File: src/rtl/frame_buff_writer.sv
// frame_buff_writer: RGB565 camera byte stream to 8-bit luma frame buffer writes.
// Define MIRROR_EN for horizontally mirrored write addresses.
module frame_buff_writer #(
  parameter int H_ACTIVE = 320,
  parameter int V_ACTIVE = 240,
  parameter int ADDR_W = 17
) (
  input  logic              clk_in,
  input  logic              rst_n_in,
  input  logic              byte_valid_in,
  input  logic [7:0]        cam_byte_in,
  input  logic              href_in,
  input  logic              vsync_in,
  output logic [ADDR_W-1:0] buff_addr_out,
  output logic [7:0]        buff_data_out,
  output logic              buff_we_out,
  output logic              frame_done_out,
  output logic              overflow_out
);
  localparam int XW = $clog2(H_ACTIVE + 1);
  localparam int YW = $clog2(V_ACTIVE + 1);
  typedef enum logic [1:0] {WAIT_FRAME, WAIT_LINE, BYTE_HI, BYTE_LO} state_t;
  state_t state;
  logic [XW-1:0] x, x_inc;
  logic [YW-1:0] y, y_inc;
  logic [7:0] hi, r8, g8, b8, luma;
  logic [15:0] pix;
  logic [10:0] sum;
  logic [ADDR_W-1:0] col, addr_next;
  logic href_d, vsync_d, wrote, in_bounds;
  logic href_rise, href_fall, vs_rise, vs_fall;
  assign href_rise = href_in & ~href_d;
  assign href_fall = ~href_in & href_d;
  assign vs_rise = vsync_in & ~vsync_d;
  assign vs_fall = ~vsync_in & vsync_d;
  assign pix = {hi, cam_byte_in};
  assign r8 = {pix[15:11], pix[15:13]};
  assign g8 = {pix[10:5], pix[10:9]};
  assign b8 = {pix[4:0], pix[4:2]};
  assign sum = 11'(r8) * 11'd2 + 11'(g8) * 11'd5 + 11'(b8);
  assign luma = sum[10:3];
  assign x_inc = (x == XW'(H_ACTIVE)) ? x : x + XW'(1);
  assign y_inc = (y == YW'(V_ACTIVE)) ? y : y + YW'(1);
  assign in_bounds = (x < XW'(H_ACTIVE)) && (y < YW'(V_ACTIVE));
`ifdef MIRROR_EN
  assign col = ADDR_W'(H_ACTIVE - 1) - ADDR_W'(x);
`else
  assign col = ADDR_W'(x);
`endif
  assign addr_next = ADDR_W'(y) * ADDR_W'(H_ACTIVE) + col;
  always_ff @(posedge clk_in) begin
    href_d <= href_in;
    vsync_d <= vsync_in;
    if (!rst_n_in) begin
      state <= WAIT_FRAME;
      x <= '0;
      y <= '0;
      hi <= '0;
      wrote <= 1'b0;
      buff_we_out <= 1'b0;
      buff_addr_out <= '0;
      buff_data_out <= '0;
      frame_done_out <= 1'b0;
      overflow_out <= 1'b0;
    end else begin
      buff_we_out <= 1'b0;
      frame_done_out <= 1'b0;
      if (vs_fall) overflow_out <= 1'b0;
      if (state == WAIT_FRAME) begin
        if (vs_fall) begin
          state <= WAIT_LINE;
          x <= '0;
          y <= '0;
          wrote <= 1'b0;
        end
      end else if (vs_rise) begin
        frame_done_out <= wrote;
        state <= WAIT_FRAME;
      end else if (href_fall && state != WAIT_LINE) begin
        y <= y_inc;
        x <= '0;
        state <= WAIT_LINE;
      end else if (state == WAIT_LINE) begin
        if (href_rise) begin
          state <= BYTE_HI;
          x <= '0;
        end
      end else if (byte_valid_in && href_in) begin
        if (state == BYTE_HI) begin
          hi <= cam_byte_in;
          state <= BYTE_LO;
        end else begin
          state <= BYTE_HI;
          x <= x_inc;
          if (in_bounds) begin
            buff_we_out <= 1'b1;
            buff_addr_out <= addr_next;
            buff_data_out <= luma;
            wrote <= 1'b1;
          end else begin
            overflow_out <= 1'b1;
          end
        end
      end
    end
  end
endmodule

File: config.mk
export PLATFORM = sky130hd
export DESIGN_NAME = frame_buff_writer
export DESIGN_NICKNAME = d
export VERILOG_FILES = /design/src/rtl/frame_buff_writer.sv
export SDC_FILE = /design/constraint.sdc
export NUM_CORES = 1
export LEC_CHECK = 0
export ABC_AREA = 1
export BUFFER_PORTS_ARGS = -buffer_cell sky130_fd_sc_hd__clkbuf_2
export CAP_MARGIN = 20
export CORE_AREA = 2 2 85 87
export DETAILED_ROUTE_END_ITERATION = 8
export DIE_AREA = 0 0 87 89
export MAX_ROUTING_LAYER = met4
export PLACE_DENSITY_LB_ADDON = 0.1
export SLEW_MARGIN = 30
export SYNTH_ARGS = -nofsm -noshare
export SYNTH_HDL_FRONTEND = slang
export SYNTH_SLANG_ARGS = --single-unit
File: constraint.sdc
create_clock -name clk_in -period 8.4 [get_ports clk_in]
set_input_delay 1.26 -clock clk_in [delete_from_list [all_inputs] [get_ports clk_in]]
set_output_delay 1.26 -clock clk_in [all_outputs]
set_load 0.01 [all_outputs]
==> results of run 1 <==
==> critical path, cell delays in order <==
cell and delay (ns):
clkbuf_2 0.11, ha_1 0.32, fa_1 0.51, inv_1 0.05, fa_1 0.50, inv_1 0.04, ha_1 0.36, nand2_1 0.07
o21ai_0 0.36, nand4_1 0.18, nand3_1 0.10, nand3_1 0.07, nand2_1 0.08, inv_1 0.04
==> cells in the mapped netlist (all sizes together) (4+ instances only) <==
| cell type | n | area (um2) |
|---|---|---|
| o21ai | 45 | 240.2 |
| nand2 | 109 | 414.2 |
| xor2 | 4 | 35.03 |
| dfxtp | 58 | 1161 |
| xnor2 | 4 | 35.03 |
| ha | 41 | 513.0 |
| nor2 | 57 | 219.0 |
| fa | 15 | 300.3 |
| clkbuf | 4 | 15.01 |
| a21oi | 49 | 249.0 |
| nand4 | 11 | 75.07 |
| inv | 87 | 326.6 |
| nor3 | 9 | 56.31 |
| buf | 6 | 55.05 |
| nand3 | 37 | 185.2 |
==> stage by stage <==
| stage | total power [W] | instance area (um2) | hold WS, ns |
|---|---|---|---|
| final | 0.0009708 | 4433 | 0.4506 |
| after global routing | 0.001032 | 4433 | 0.4757 |
| after CTS | 0.0009719 | 4433 | 0.4496 |
| after detailed placement | 0.0006500 | 4193 | 0.4365 |
| after global placement | 0.0006427 | 4193 | 0.4380 |
| after floorplan | 0.0005698 | 3963 | 0.4228 |
==> logic make-up (layout without fill, tap and decap cells) <==
logic type	count (synthesis)	in the layout	share of synthesized area
simple gates	228	228	0.2476
compound gates	100	100	0.1345
buf+inv	99	145	0.1020
flops	58	58	0.2930
fa+ha+maj	56	56	0.2052
xor+xnor	8	8	0.01768
==> flip-flops by register name, summed over array words and instances (netlist names) <==
signal and count:
href_d 1, y 8, frame_done_out 1, buff_addr_out 17
hi 8, x 9, wrote 1, state 2
vsync_d 1, buff_we_out 1, overflow_out 1, buff_data_out 8
==> placed cells by master (no fill, tap or decap), types with 3 or more instances in the layout <==
master and instances:
inv_1 81, nor3_1 8, dfxtp_1 58, nand3_1 37
xnor2_1 4, ha_1 41, nand2_1 107, nand4_1 10
nor2_1 55, a21oi_1 48, clkbuf_8 9, o21ai_2 4
xor2_1 4, o21ai_1 9, clkbuf_2 40, fa_1 15
inv_2 6, o21ai_0 32, bufinv_16 3
==> report_power, final <==
group          leakage [nW]  internal, W  switching (W)
clock                 0.120     0.000197       0.000126
combinational          1.60     0.000107       0.000203
sequential            0.470     0.000310      0.0000276
total                  2.19     0.000614       0.000356
==> worst paths after layout <==
path / from / to / cells after the start
max: cam_byte_in[5] / buff_data_out[6] / 14
min: wrote / frame_done_out / 2
max reg2reg: hi[2] / buff_data_out[6] / 13
min reg2reg: wrote / frame_done_out / 2
==> final cells by class <==
cell class | count | share of cell area
timing repair buffer | 40 | 0.04516
clock buffer | 9 | 0.02794
sequential | 58 | 0.2619
clock inverter | 7 | 0.02625
multi-input combinational | 392 | 0.5408
tap | 80 | 0.02258
inverter | 89 | 0.07536
==> layer usage <==
| layer | up-vias | routed length, um | GRT usage |
|---|---|---|---|
| li1 | 1867 | - | - |
| met4 | 0 | 88 | 0.08665 |
| met1 | 1656 | 4223 | 0.3351 |
| met3 | 11 | 377 | 0.04247 |
| met2 | 91 | 4175 | 0.3949 |
| met5 | - | 0 | - |
==> results.cfg, run 1 <==
[timing]
finalHoldViolCount = 0
setup_tns_ns = 0
period_needed_ns = 3.801
tightestPinTransition_ns = 0.7624
rsz0062_at_grt = false
finalSetupViolations = 0
max_freq_mhz = 263.1
final.setup.worst_slack_ns = 4.599
finalCritPeriodShare = 0.4525
slew_viol_final = 0
max_slew_margin = 0.4910
skew_ns = 0.01098

[logic_synthesis]
synthesis.area_um2 = 3963
synth.yosys.seq_area_share = 0.2930
netlist_instances = 549
synth_nets = 618
synth_enable_flop_cells = 0
syn_avg_cell_area_um2 = 7.218
synth_flop_cell = dfxtp_1
ys_ff_latch = 58
yosysWarnings = 0
async_flop_share = 0
ys_types = 33

[flow_run]
cap_violations = 0

[clock_tree]
cts.clk_slew.worst_paths_ns = 0.07
ctsHoldBuffers = 0
cts_sinks = 58
cts_buffers = 9
cts_tree = yes
ctsResizeCount = 0
clk_path_buf_depth = 2
htreeDepth = 3
cts-root-buf = clkbuf_8
post_cts.repair.setup_buffers = 0
worstSkewPairLatency_ns = 0.35

[cells_and_area]
nets = 659
drive_gt1_frac = 0.1261
antenna_cells = 0
area_growth_pct = 11.87
finalCoreUtilization = 0.6598
multi_input_area_um2 = 2397
seqCellArea_um2 = 1161
fin_cells = 675
fill_cells = 599

[placement]
port_buffers = 40
dp_slack_ns = 4.235
gp_congestion = 0.9160
dp_hpwl_um = 6650
dp_cells = 659

[floorplan]
rows = 30
core-area_um2 = 6719
die_w_um = 87
die_area_um2 = 7743
die_h_um = 89
start_util = 0.5898
ios = 41

[routing]
route.vias.total = 3625
wl_per_cell_um = 13.13
wl_um = 8864
drc = 0
ant_nets = 0
drt_iter0_drc = 200
firstDrtPassIters = 4
viasPerCell = 5.370

[critical_path]
arrival_ns = 4.06
reg2reg_slack_ns = 5.31
cp_max_fo = 5
startpoint_type = input port
worstPathRequired_ns = 8.66
cp-end-kind = register
setup.worst_path.class = in -> reg

[min_path]
hold_path_class = reg -> reg

[power_and_ir_drop]
ir_drop_mv = 0.1488
p_leak_nw = 2.190
p_per_area_nw_per_um2 = 219.0

[global_routing]
grt_pass1_wl_um = 15060
grt_max_degree = 48
track_usage = 0.2534
antenna_found_initial = 0
first_global_vias = 3343
gr-total-overflow = 0

[status]
outcome = completed
No activity file was read; power rests on OpenSTA's default activity.
==> run 2, diff against run 1 <==
- clock period: 8.4 -> 3.5 ns (I/O delays scaled with it)
==> results.cfg, run 2 (same netlist as run 1, synthesis figures left out) <==
[cells_and_area]
antenna_cells = 0
finalCoreUtilization = 0.6527
final_cell_mix = nand2_1, inv_1, dfxtp_1, nor2_1, a21oi_1
area_growth_pct = 10.67
drive_gt1_frac = 0.1227
top_register = buff_addr_out
layout_commonest_cell = nand2_1
nets = 660
largest_register_ffs = 17
reg_top3 = buff_addr_out x17, x x9

[critical_path]
r2r-start = hi[1]
worstPathRequired_ns = 3.74
r2r_cells = 12
cp-end-kind = register
arrival_ns = 3.38
setup.worst_path.class = reg -> reg
cp_max_fo = 5
reg2reg_slack_ns = 0.36
worst_r2r_endpoint = buff_data_out[6]
startpoint_type = register

[power_and_ir_drop]
power_switching_w = 0.0008142
power_w = 0.002160
combPwrFrac = 0.346
seq_power_share = 0.376
swShare = 0.3770
p_leak_nw = 2.171
intPower_w = 0.001345
power.share.clock = 0.277
p_per_area_nw_per_um2 = 492.4
ir_drop_mv = 0.3832

[timing]
finalSetupViolations = 0
slew_viol_final = 0
rsz0062_at_grt = false
skew_ns = 0.007798
max_freq_mhz = 318.6
setup_tns_ns = 0
max_slew_margin = 0.4832
period_needed_ns = 3.138
tightestPinTransition_ns = 0.7741
finalCritPeriodShare = 0.8967
finalHoldViolCount = 0

[routing]
ant_nets = 0
firstDrtPassIters = 5
route.vias.total = 3630
wl_um = 8842
drc = 0
viasPerCell = 5.378
wl_per_cell_um = 13.10
drt_iter0_drc = 184

[global_routing]
first_global_vias = 3350
grt_max_degree = 48
track_usage = 0.2550
grt_pass1_wl_um = 15070
gr-total-overflow = 0
antenna_found_initial = 0

[clock_tree]
clk_path_buf_depth = 2
cts_sinks = 58
ctsHoldBuffers = 0
cts_tree = yes
worstSkewPairLatency_ns = 0.34
cts.clk_slew.worst_paths_ns = 0.06
cts-root-buf = clkbuf_8
htreeDepth = 3
cts_buffers = 9
ctsResizeCount = 0
post_cts.repair.setup_buffers = 0

[placement]
gp_congestion = 0.9238
dp_hpwl_um = 6671
port_buffers = 40

[min_path]
hold_depth = 1
whs_endpoint = vsync_d
hp-start = vsync_in
hold_path_class = in -> reg

[floorplan]
die_w_um = 87
die_h_um = 89
die_area_um2 = 7743
start_util = 0.5898
rows = 30
ios = 41
core-area_um2 = 6719

[status]
outcome = completed

[flow_run]
cap_violations = 0
==> run 2: per-layer routing <==
metal | vias to the layer above | track usage | share of wire
met5 | - | - | 0
met4 | 0 | 0.07102 | 0.013
met3 | 19 | 0.06187 | 0.051
met2 | 90 | 0.3983 | 0.47
met1 | 1658 | 0.3312 | 0.47
li1 | 1863 | - | -
==> run 2: power by group through the flow <==
stage                     Combinational, W  Sequential (W)  Clock, W
after global placement            0.000721        0.000823         0
after floorplan                   0.000535        0.000833         0
after global routing              0.000864        0.000824  0.000636
after detailed placement          0.000733        0.000825         0
after CTS                         0.000745        0.000812  0.000609
final                             0.000748        0.000813  0.000599
==> run 2: final cells by class <==
cell class	count	area (um2)
clock inverters	3	40.04
clock buffers	12	145.1
well taps	80	100.1
inverters	89	334.1
flip-flops and latches	58	1161
repair buffers	41	207.7
fillers	593	2333
multi-input cells	392	2397
==> run 2: worst max-delay path, stage by stage (launching register included) <==
cell and delay, ns:
dfxtp_1 0.45, ha_1 0.29, fa_1 0.55, fa_1 0.43, ha_1 0.37, a21oi_1 0.28
nor2_1 0.07, a211oi_1 0.26, nand2_1 0.09, nand2_1 0.06, nand3_1 0.06, nand2_1 0.09
inv_1 0.03
==> run 2: through the flow <==
step	hold slack [ns]	cells	worst slack, ns	cell area, um2
CTS	0.2851	675	0.3579	4385
finish	0.2970	675	0.3617	4385
floorplan	0.4228	549	0.4375	3963
global route	0.2817	675	0.06478	4385
detailed placement	0.4360	660	0.08702	4200
global placement	0.4374	660	0.1668	4200
==> run 2: worst max-delay path by stage <==
stage | slack [ns] | depth (start not counted) | end | start
2_1_floorplan | 0.44 | 13 | buff_data_out[6] | cam_byte_in[5]
6_report | 0.36 | 12 | buff_data_out[6] | hi[1]
4_1_cts | 0.36 | 12 | buff_data_out[6] | hi[1]
3_3_place_gp | 0.17 | 14 | buff_data_out[6] | cam_byte_in[5]
5_1_grt | 0.06 | 12 | buff_data_out[6] | hi[1]
3_5_place_dp | 0.09 | 14 | buff_data_out[6] | cam_byte_in[5]
==> run 3, diff against run 2 <==
- CTS_BUF_LIST: not set -> sky130_fd_sc_hd__clkbuf_16
==> results.cfg, run 3 (same netlist as run 1, synthesis figures left out) <==
[routing]
firstDrtPassIters = 5
drt_iter0_drc = 184
wl_per_cell_um = 13.46
wl_um = 9087
route.vias.total = 3662
drc = 0
ant_nets = 0
viasPerCell = 5.425

[timing]
finalSetupViolations = 0
rsz0062_at_grt = false
skew_ns = 0.008769
slew_viol_final = 0
period_needed_ns = 3.187
max_slew_margin = 0.4964
tightestPinTransition_ns = 0.7544
finalCritPeriodShare = 0.9107
finalHoldViolCount = 0
max_freq_mhz = 313.7
final.setup.worst_slack_ns = 0.3127
setup_tns_ns = 0

[clock_tree]
clk_path_buf_depth = 2
htreeDepth = 3
cts_tree = yes
ctsResizeCount = 0
post_cts.repair.setup_buffers = 0
ctsHoldBuffers = 0
cts_sinks = 58
cts-root-buf = clkbuf_16
worstSkewPairLatency_ns = 0.33
cts.clk_slew.worst_paths_ns = 0.05
cts_buffers = 9

[critical_path]
cp-end-kind = register
startpoint_type = register
arrival_ns = 3.41
worstPathRequired_ns = 3.72
crit_chain = ha_1, fa_1, fa_1, ha_1, a21oi_1, nor2_1, a211oi_1, nand2_1, nand2_1, nand3_1, nand2_1, inv_1
crit_top_cell = nand2_1
setup.worst_path.class = reg -> reg
critPathSlowestCell = fa_1
max_stage_delay_ns = 0.55
cp.depth = 12
r2r_cells = 12
cp_num_buf_inv = 1
cp_max_fo = 5
path_delay_family = adder cells

[floorplan]
core-area_um2 = 6719
die_area_um2 = 7743
die_h_um = 89
ios = 41
start_util = 0.5898
rows = 30
die_w_um = 87

[min_path]
hold_path_class = in -> reg
hold_depth = 1

[cells_and_area]
largest_register_ffs = 17
nets = 660
top_register = buff_addr_out
antenna_cells = 0
area_growth_pct = 12.98
final_cell_mix = nand2_1, inv_1, dfxtp_1, nor2_1, a21oi_1
drive_gt1_frac = 0.1210
finalCoreUtilization = 0.6663
fill_cells = 579
reg_top3 = buff_addr_out x17, x x9
layout_commonest_cell = nand2_1

[global_routing]
grt_pass1_wl_um = 15310
antenna_found_initial = 0
track_usage = 0.2613
gr-total-overflow = 0
grt_max_degree = 48
first_global_vias = 3422

[power_and_ir_drop]
p_leak_nw = 2.220
ir_drop_mv = 0.3926
p_per_area_nw_per_um2 = 533.6

[status]
outcome = completed

[placement]
port_buffers = 40
dp_slack_ns = 0.08702
dp_hpwl_um = 6671
gp_congestion = 0.9238

[flow_run]
cap_violations = 0
[run 3: final cells by class]
| type | count | area, um2 | area share |
|---|---|---|---|
| sequential | 58 | 1161 | 0.2594 |
| inverter | 89 | 334.1 | 0.07462 |
| tap | 80 | 100.1 | 0.02236 |
| timing repair buffer | 41 | 207.7 | 0.04639 |
| clock inverter | 6 | 51.30 | 0.01146 |
| clock buffer | 9 | 225.2 | 0.05031 |
| multi-input combinational | 392 | 2397 | 0.5355 |
[run 3: worst register-to-register path, cell delays in order (launching register included)]
cell	delay [ns]
dfxtp_1	0.44
ha_1	0.30
fa_1	0.55
fa_1	0.44
ha_1	0.37
a21oi_1	0.29
nor2_1	0.07
a211oi_1	0.27
nand2_1	0.10
nand2_1	0.06
nand3_1	0.06
nand2_1	0.09
inv_1	0.03
[run 3: path summary, 6_finish.rpt]
check	from	slack, ns	to
min	vsync_in	0.32	vsync_d
max reg2reg	hi[1]	0.31	buff_data_out[6]
min reg2reg	wrote	0.45	frame_done_out
max	hi[1]	0.31	buff_data_out[6]
[run 3: metrics by stage]
step / instance area [um2] / std cells / hold WS, ns / power [W]
5_1_grt: 4477 / 675 / 0.3036 / 0.002554
2_1_floorplan: 3963 / 549 / 0.4228 / 0.001368
4_1_cts: 4477 / 675 / 0.3120 / 0.002391
3_5_place_dp: 4200 / 660 / 0.4360 / 0.001558
6_report: 4477 / 675 / 0.3201 / 0.002389
3_3_place_gp: 4200 / 660 / 0.4374 / 0.001544
[run 3: metal layers]
layer	GRT usage	wire length, um	up-vias
met5	-	0	-
met1	0.3328	4151	1650
li1	-	-	1867
met3	0.06464	500	20
met4	0.08523	131	0
met2	0.4094	4303	125
[run 3: power by group]
| part | total, W | internal (W) | switching (W) | leakage (nW) |
|---|---|---|---|---|
| Clock | 0.000822 | 0.000535 | 0.000287 | 0.145 |
| Sequential | 0.000814 | 0.000746 | 0.0000675 | 0.470 |
| Combinational | 0.000753 | 0.000259 | 0.000493 | 1.60 |
